[src/rtl/i2c_req_arbiter.sv]
// Round-robin arbiter that serialises NUM_REQ requesters onto one I2C master command port.
// Each granted transaction is launched, supervised with start/done timeouts, and completed with a done pulse.
module i2c_req_arbiter #(
  parameter int NUM_REQ   = 4,
  parameter int START_TMO = 1023,
  parameter int DONE_TMO  = 65535
) (
  input  logic                   clk,
  input  logic                   rst,
  input  logic [NUM_REQ-1:0]     req,
  input  logic [NUM_REQ-1:0]     req_rw,
  input  logic [10*NUM_REQ-1:0]  req_addr,
  input  logic [8*NUM_REQ-1:0]   req_wdata,
  output logic [NUM_REQ-1:0]     gnt,
  output logic [NUM_REQ-1:0]     done,
  output logic                   err,
  output logic [7:0]             rdata,
  output logic                   drv_start,
  output logic                   drv_rw,
  output logic [9:0]             drv_addr,
  output logic [7:0]             drv_wdata,
  input  logic                   drv_busy,
  input  logic [7:0]             drv_rdata
);

  localparam int IDX_W   = (NUM_REQ > 1) ? $clog2(NUM_REQ) : 1;
  localparam int MAX_TMO = (START_TMO > DONE_TMO) ? START_TMO : DONE_TMO;
  localparam int CNT_W   = $clog2(MAX_TMO) + 1;

  localparam logic [CNT_W-1:0] CNT_MAX   = '1;
  localparam logic [CNT_W-1:0] START_LIM = CNT_W'(START_TMO);
  localparam logic [CNT_W-1:0] DONE_LIM  = CNT_W'(DONE_TMO);

  typedef enum logic [2:0] {
    S_IDLE      = 3'd0,
    S_ARB       = 3'd1,
    S_LAUNCH    = 3'd2,
    S_WAIT_RISE = 3'd3,
    S_WAIT_FALL = 3'd4,
    S_COMPLETE  = 3'd5
  } state_t;

  state_t             state_q, state_d;
  logic [IDX_W-1:0]   ptr_q;
  logic [IDX_W-1:0]   win_q;
  logic [CNT_W-1:0]   cnt_q;
  logic               err_q;
  logic               rw_q;
  logic [9:0]         addr_q;
  logic [7:0]         wdata_q;
  logic [7:0]         rdata_q;

  logic [IDX_W-1:0]   pick_idx;
  logic               pick_vld;
  logic [CNT_W-1:0]   cnt_sat;
  logic               start_tmo_hit;
  logic               done_tmo_hit;

  // Scan from the highest offset down so the lowest offset from ptr wins.
  always_comb begin
    int slot;
    slot     = 0;
    pick_idx = ptr_q;
    pick_vld = 1'b0;
    for (int k = NUM_REQ - 1; k >= 0; k--) begin
      slot = int'(ptr_q) + k;
      if (slot >= NUM_REQ) slot = slot - NUM_REQ;
      if (req[slot]) begin
        pick_idx = slot[IDX_W-1:0];
        pick_vld = 1'b1;
      end
    end
  end

  assign cnt_sat       = (cnt_q == CNT_MAX) ? cnt_q : cnt_q + 1'b1;
  assign start_tmo_hit = (cnt_sat >= START_LIM);
  assign done_tmo_hit  = (cnt_sat >= DONE_LIM);

  always_ff @(posedge clk or posedge rst) begin
    if (rst) state_q <= S_IDLE;
    else     state_q <= state_d;
  end

  always_comb begin
    state_d = state_q;
    case (state_q)
      S_IDLE:      if (!drv_busy && |req) state_d = S_ARB;
      S_ARB:       state_d = pick_vld ? S_LAUNCH : S_IDLE;
      S_LAUNCH:    state_d = S_WAIT_RISE;
      S_WAIT_RISE: begin
        if (drv_busy)           state_d = S_WAIT_FALL;
        else if (start_tmo_hit) state_d = S_COMPLETE;
      end
      S_WAIT_FALL: begin
        if (!drv_busy)         state_d = S_COMPLETE;
        else if (done_tmo_hit) state_d = S_COMPLETE;
      end
      S_COMPLETE:  state_d = S_IDLE;
      default:     state_d = S_IDLE;
    endcase
  end

  // Busy wins over a coincident timeout; read data is captured on the fall so it is valid with done.
  always_ff @(posedge clk or posedge rst) begin
    if (rst) begin
      ptr_q   <= '0;
      win_q   <= '0;
      cnt_q   <= '0;
      err_q   <= 1'b0;
      rw_q    <= 1'b0;
      addr_q  <= '0;
      wdata_q <= '0;
      rdata_q <= '0;
    end else begin
      case (state_q)
        S_ARB: begin
          err_q <= 1'b0;
          if (pick_vld) begin
            win_q   <= pick_idx;
            rw_q    <= req_rw[pick_idx];
            addr_q  <= req_addr[int'(pick_idx)*10 +: 10];
            wdata_q <= req_wdata[int'(pick_idx)*8 +: 8];
          end
        end
        S_LAUNCH: cnt_q <= '0;
        S_WAIT_RISE: begin
          if (drv_busy) begin
            cnt_q <= '0;
          end else begin
            cnt_q <= cnt_sat;
            if (start_tmo_hit) err_q <= 1'b1;
          end
        end
        S_WAIT_FALL: begin
          if (!drv_busy) begin
            if (rw_q) rdata_q <= drv_rdata;
          end else begin
            cnt_q <= cnt_sat;
            if (done_tmo_hit) err_q <= 1'b1;
          end
        end
        S_COMPLETE: ptr_q <= (win_q == IDX_W'(NUM_REQ - 1)) ? '0 : win_q + 1'b1;
        default: ;
      endcase
    end
  end

  always_comb begin
    gnt       = '0;
    done      = '0;
    err       = 1'b0;
    drv_start = 1'b0;
    case (state_q)
      S_LAUNCH: begin
        gnt[win_q] = 1'b1;
        drv_start  = 1'b1;
      end
      S_WAIT_RISE, S_WAIT_FALL: gnt[win_q] = 1'b1;
      S_COMPLETE: begin
        gnt[win_q]  = 1'b1;
        done[win_q] = 1'b1;
        err         = err_q;
      end
      default: ;
    endcase
  end

  assign drv_rw    = rw_q;
  assign drv_addr  = addr_q;
  assign drv_wdata = wdata_q;
  assign rdata     = rdata_q;

endmodule

[config.mk]
export PLATFORM = sky130hd
export DESIGN_NAME = i2c_req_arbiter
export DESIGN_NICKNAME = d
export VERILOG_FILES = /design/src/rtl/i2c_req_arbiter.sv
export SDC_FILE = /design/constraint.sdc
export NUM_CORES = 1
export LEC_CHECK = 0
export ABC_AREA = 0
export BUFFER_PORTS_ARGS = -buffer_cell sky130_fd_sc_hd__buf_2
export CORE_MARGIN = 5
export CORE_UTILIZATION = 51
export DETAILED_ROUTE_END_ITERATION = 6
export PLACE_DENSITY = 0.77
export SLEW_MARGIN = 20
export SYNTH_ARGS = -nofsm -noshare
export SYNTH_HDL_FRONTEND = slang
export SYNTH_SLANG_ARGS = --single-unit
[constraint.sdc]
create_clock -name clk -period 2.7 [get_ports clk]
set_input_delay 0.135 -clock clk [delete_from_list [all_inputs] [get_ports clk]]
set_output_delay 0.135 -clock clk [all_outputs]
set_load 0.01 [all_outputs]
Word level (Yosys, flattened, before mapping)
Cells that the tools add are included.
Word-level totals
  register bits: 52
  bits of input ports: 91
Cells by class
  $add $sub $neg: 9
  $mul: 1
  $lt $le $gt $ge: 13
  eq/ne operators: 14
  shift-type cells: 2
  muxes and demuxes: 49
  bitwise logic cells: 1
  reductions and logical operators: 13
Operator list (count)
  $lt 32x4->1 const B: 4
  $mux 32: 4
  $mux 17: 3
  $pmux 17 s3: 1
  $shiftx 40x7->10: 1
  $shiftx 32x6->8: 1
  $mux 1: 20
  $add 17x1->17 const B: 1
  $eq 17x17->1 const B: 1
  $ge 17x10->1 const B: 1
  $ge 17x16->1 const B: 1
  $mux 3: 5
  $pmux 3 s5: 1
  $mux 2: 6
  $sub 3x3->4 const B: 3
  $bmux 1 s2: 5
  $ne 2x2->1 const B: 5
  $ge 3x3->1 const B: 3
  $mux 4: 2
  $reduce_or 4->1: 2
  $add 2x2->3 const B: 2
  $eq 3x2->1 const B: 2
  $eq 3x3->1 const B: 2
  $lt 2x3->1 const B: 2
  other kinds (19): 24

Logic depth before layout (Yosys ltp)
  word-level depth: 12
  gate-level depth with buffers: 10
  mapped depth without buffers: 8

Worst setup path after synthesis
OpenSTA, ideal clock, no wires.
  kind: flip-flop to flip-flop
  start point: register cnt_q[1]
  end point: register err_q
  setup time: 0.132 ns
  arrival time: 2.240 ns
  path slack: 0.328 ns
  cell stages (with the launch flop): 10
  period minus slack after synthesis: 2.372 ns
  cell sequence: dfrtp_1 -> ha_1 -> buf_2 -> nand3_2 -> nor3_2 -> mux2_2 -> a2111oi_2 -> o211ai_2 -> a21oi_1 -> o22ai_1
On the way
  word-level cells in the longest chain between the ends: 5
  elaborated cells between the ends (all ways): 8
Ends and longest elaborated chain
  start: declaration: line 46  | logic [CNT_W-1:0] cnt_q;
  start signal: assignment: line 130  | cnt_q <= cnt_sat;
  start signal: assignment: line 138  | cnt_q <= cnt_sat;
  $add 17x1->17 / $eq 17x17->1 (equally long branches): line 75  | assign cnt_sat = (cnt_q == CNT_MAX) ? cnt_q : cnt_q + 1'b1;
  $mux 17 *: line 75
  $ge 17x16->1 / $ge 17x10->1 (equally long branches): line 77, 76
  $ne 2x2->1 (no line)
  $reduce_and 5->1 (no line) *
  end signal: assignment: line 109  | err_q <= 1'b0;
  end signal: assignment: line 117  | err_q <= 1'b0;
  end signal: assignment: line 131  | if (start_tmo_hit) err_q <= 1'b1;
  end: declaration: line 47  | logic err_q;
Every way passes the cells marked *; elsewhere a longest branch is shown, timed or not.
A chain may end at the register's enable or synchronous reset.

Final worst setup path
Same ends and word-level chain as after synthesis.

==> metrics.md <==
| Metric | Value |
|---|---|
| Required time worst endpoint | 2.88 ns |
| GR Layer Usage met2 | 38.8% |
| Placed insts | 599 |
| Comb power frac | 52.3% |
| Pwr/cell area | 808 nW/um^2 |
| Critical Path Start Type | flip-flop |
| Slew margin rel. | 39.6% |
| Root Driver | clkbuf_8 |
| Synth-to-layout area growth | 24.5% |
| Seq pwr share | 33.7% |
| Setup CP Type | flip-flop to flip-flop |
| GRT Overall Usage | 21.0% |
| Failing checks | hold timing |
| Syn_nets | 478 |
| Final ANT Viol Nets | 0 |
| Syn_area_per_cell | 9.70 um^2 |
| Yosys warns | 0 |
| Max IR drop VDD | 0.345 mV |
| Crit end category | flip-flop |
| Ant diodes | 0 |
| Clock power frac | 14.1% |
| Routing usage on met1 | 24.8% |
| Gate Count Post-Synth | 382 |
| Synth Area in Compound Gates | 12.9% |
| #FFs+latches synth | 52 |
| EDFF count, synth | 0 |
| Tcrit/Tclk final | 89.7% |
| Most area-hungry cell type in the Yosys netlist | dfrtp_1 |
| Die Area | 9070 um^2 |
| Initial DRC count | 139 |
| Commonest non-fill, non-tap cell in the layout | buf_2 |
| H-tree levels | 2 |
| Post-Route WL | 9730 um |
| Placer Congestion | 0.961 |
| Mapped Area | 3710 um^2 |
| Vias in the first global route | 3223 |
| Portion of netlist area occupied by mux cells | 25.0% |
| Synth area leaders | dfrtp_1 (35%), mux2i_1 (16%), mux2_2 (9.1%) |
| Unique masters post-synth | 64 |
| Final min period | 2.42 ns |
| Clock Latency Late Sink | 0.30 ns |
| Worst Hold Class | primary input to async pin |
| Maximum fanout along the worst path | 10 |
| Die extent in x | 95.3 um |
| Core Util, Final | 64.3% |
| RSZ-0062 raised after global routing | false |
| CTS tree | done |
| Setup violators final | 0 |
| XOR/XNOR share of the synthesized area | 1.65% |
| Primary FF master, synth | dfrtp_1 |
| Internal | 2.26 mW |
| DIE HEIGHT | 95.3 um |
| Ratio of cells with drive above 1 in the final layout | 40.9% |
| Largest family of logic cells by synthesized area | multiplexers |
| Most frequent cells in the layout | buf_2 (127), mux2i_1 (59), dfrtp_1 (52), mux2_2 (30), nand2_1 (29) |
| DR vias/cell | 5.59 |
| Worst-path clk slew | 0.09 ns |
| Fin cells | 607 |
| Yosys top cell area share | 35.1% |
| Remaining routing DRC violations | 0 |
| Largest net degree at the start of global routing | 53 |
| Post-CTS Setup Inserts | 0 |
| Setup ws final | 0.277 ns |
| Core ar. | 7180 um^2 |
| NumNets Final | 603 |
| Initial cell density of the core | 51.7% |
| Ys async rst share | 100% |
| DP HPWL | 7480 um |
| Crit path launch | cnt_q[1] |
| Register area share after synthesis | 35.1% |
| Drt pass-1 iters | 4 |
| M3 GR Usage | 4.66% |
| # port buffers | 127 |
| Sink Count | 52 |
| Fin Setup TNS | 0 ns |
| Switching Share | 39.3% |
| Status | complete, but fails checks |
| Sw power | 1.47 mW |
| Clock buffer depth | 2 |
| Crit path DAT | 2.61 ns |
| Pre-CTS setup slack | 0.302 ns |
| Cts bufs inserted | 5 |
| Max-slew violations | 0 |
| Resize count post-CTS | 0 |
| Adder-cell share of the synthesized area | 1.69% |
| Post-CTS Hold Fix Bufs | 0 |
| Io pins | 128 |
| Cell row count | 31 |
| First-pass GRT wire length | 15200 um |
| Max Cap Violations | 0 |
| Setup Skew | 0.00378 ns |
| Most used routing layer | met2 |
| Final Hold Vio Count | 19 |
| Worst-Margin Slew | 0.904 ns |
| Hold WS | -0.0201 ns |
| Via count | 3395 |
| LEAKAGE | 2.27 nW |
| WL per Instance | 16.0 um |
| R2r startpoint | cnt_q[1] |
| Remaining Overflow, GRT | 0 |
| Antenna violations before repair | 0 |
| Simple-gate share of the synthesized area | 19.6% |
| Fmax achieved | 413 MHz |
## layout make-up
cell class,count,area (um^2)
flip-flops and latches,52,1300
clock buffers,6,72.6
multi-input cells,297,2280
inverters,7,27.5
clock inverters,2,35.0
fillers,583,2560
well taps,99,124
repair buffers,144,776
## flip-flops by register name, indices dropped and copies added (netlist names)
name,count
win_q,2
drv_addr,10
ptr_q,2
drv_wdata,8
drv_rw,1
state_q,3
cnt_q,17
err_q,1
rdata,8
## metrics by stage
step | area, um^2 | hold slack (ns) | total power, mW
floorplan | 3710 | 0.236 | 2.56
global placement | 4510 | 0.369 | 3.16
detailed placement | 4510 | 0.371 | 3.24
CTS | 4610 | 0.0459 | 3.78
global route | 4620 | 0.0527 | 4.01
finish | 4620 | -0.0201 | 3.73
## power by group through the flow
stage | Clock [mW] | Sequential [mW] | Combinational [mW]
CTS | 0.550 | 1.25 | 1.97
global placement | 0 | 1.25 | 1.91
detailed placement | 0 | 1.27 | 1.96
floorplan | 0 | 1.31 | 1.25
finish | 0.525 | 1.25 | 1.95
global route | 0.577 | 1.30 | 2.13
## cells by family (layout without fill, tap and decap cells)
logic type	Yosys count	after routing
simple gates	125	125
mux	89	89
compound gates	71	71
flops	52	52
buf+inv	33	159
xor+xnor	7	7
fa+ha+maj	5	5
## cells in the mapped netlist (2+ instances only)
cell / count
nand4_4: 2
and3_1: 7
dfrtp_1: 52
nor4_2: 3
and4_1: 2
a21oi_1: 17
o211ai_2: 2
and2_1: 7
nand3_1: 13
inv_1: 7
o21a_1: 2
a31oi_1: 4
nor2_1: 22
mux2i_1: 59
xor2_1: 3
o21ai_1: 2
nand4_1: 7
buf_2: 14
xnor2_1: 4
nand3b_1: 2
mux2_2: 30
nand2_1: 29
nand2b_1: 3
clkbuf_1: 9
a21boi_0: 2
nor3_1: 5
ha_1: 5
nor2b_1: 5
o21ai_0: 23
buf_4: 2
o31ai_1: 3
a31o_2: 2
nor4_1: 2
## layer usage
metal | vias up | part of all wire [%] | wire length (um)
met1 | 1616 | 39 | 3840
met3 | 6 | 7.8 | 757
met2 | 119 | 52 | 5090
li1 | 1654 | - | -
met5 | - | 0 | 0
met4 | 0 | 0.47 | 46
## worst paths after layout
check,endpoint,slack (ns),cells after the start
max,err_q,0.28,8
min,cnt_q[15],-0.02,2
max reg2reg,err_q,0.28,8
min reg2reg,rdata[7],0.51,1
max in group asynchronous,cnt_q[9],2.17,2
min in group clk,rdata[7],0.06,2
## worst max-delay path, cell delays in order (launching register included)
cell and delay (ns):
dfrtp_1 0.50, ha_1 0.26, nand3_2 0.18, nor3_2 0.20, mux2_2 0.37, a2111oi_2 0.37, o211ai_2 0.16, a21oi_1 0.17
o22ai_1 0.09
No activity file was read; power rests on OpenSTA's default activity.
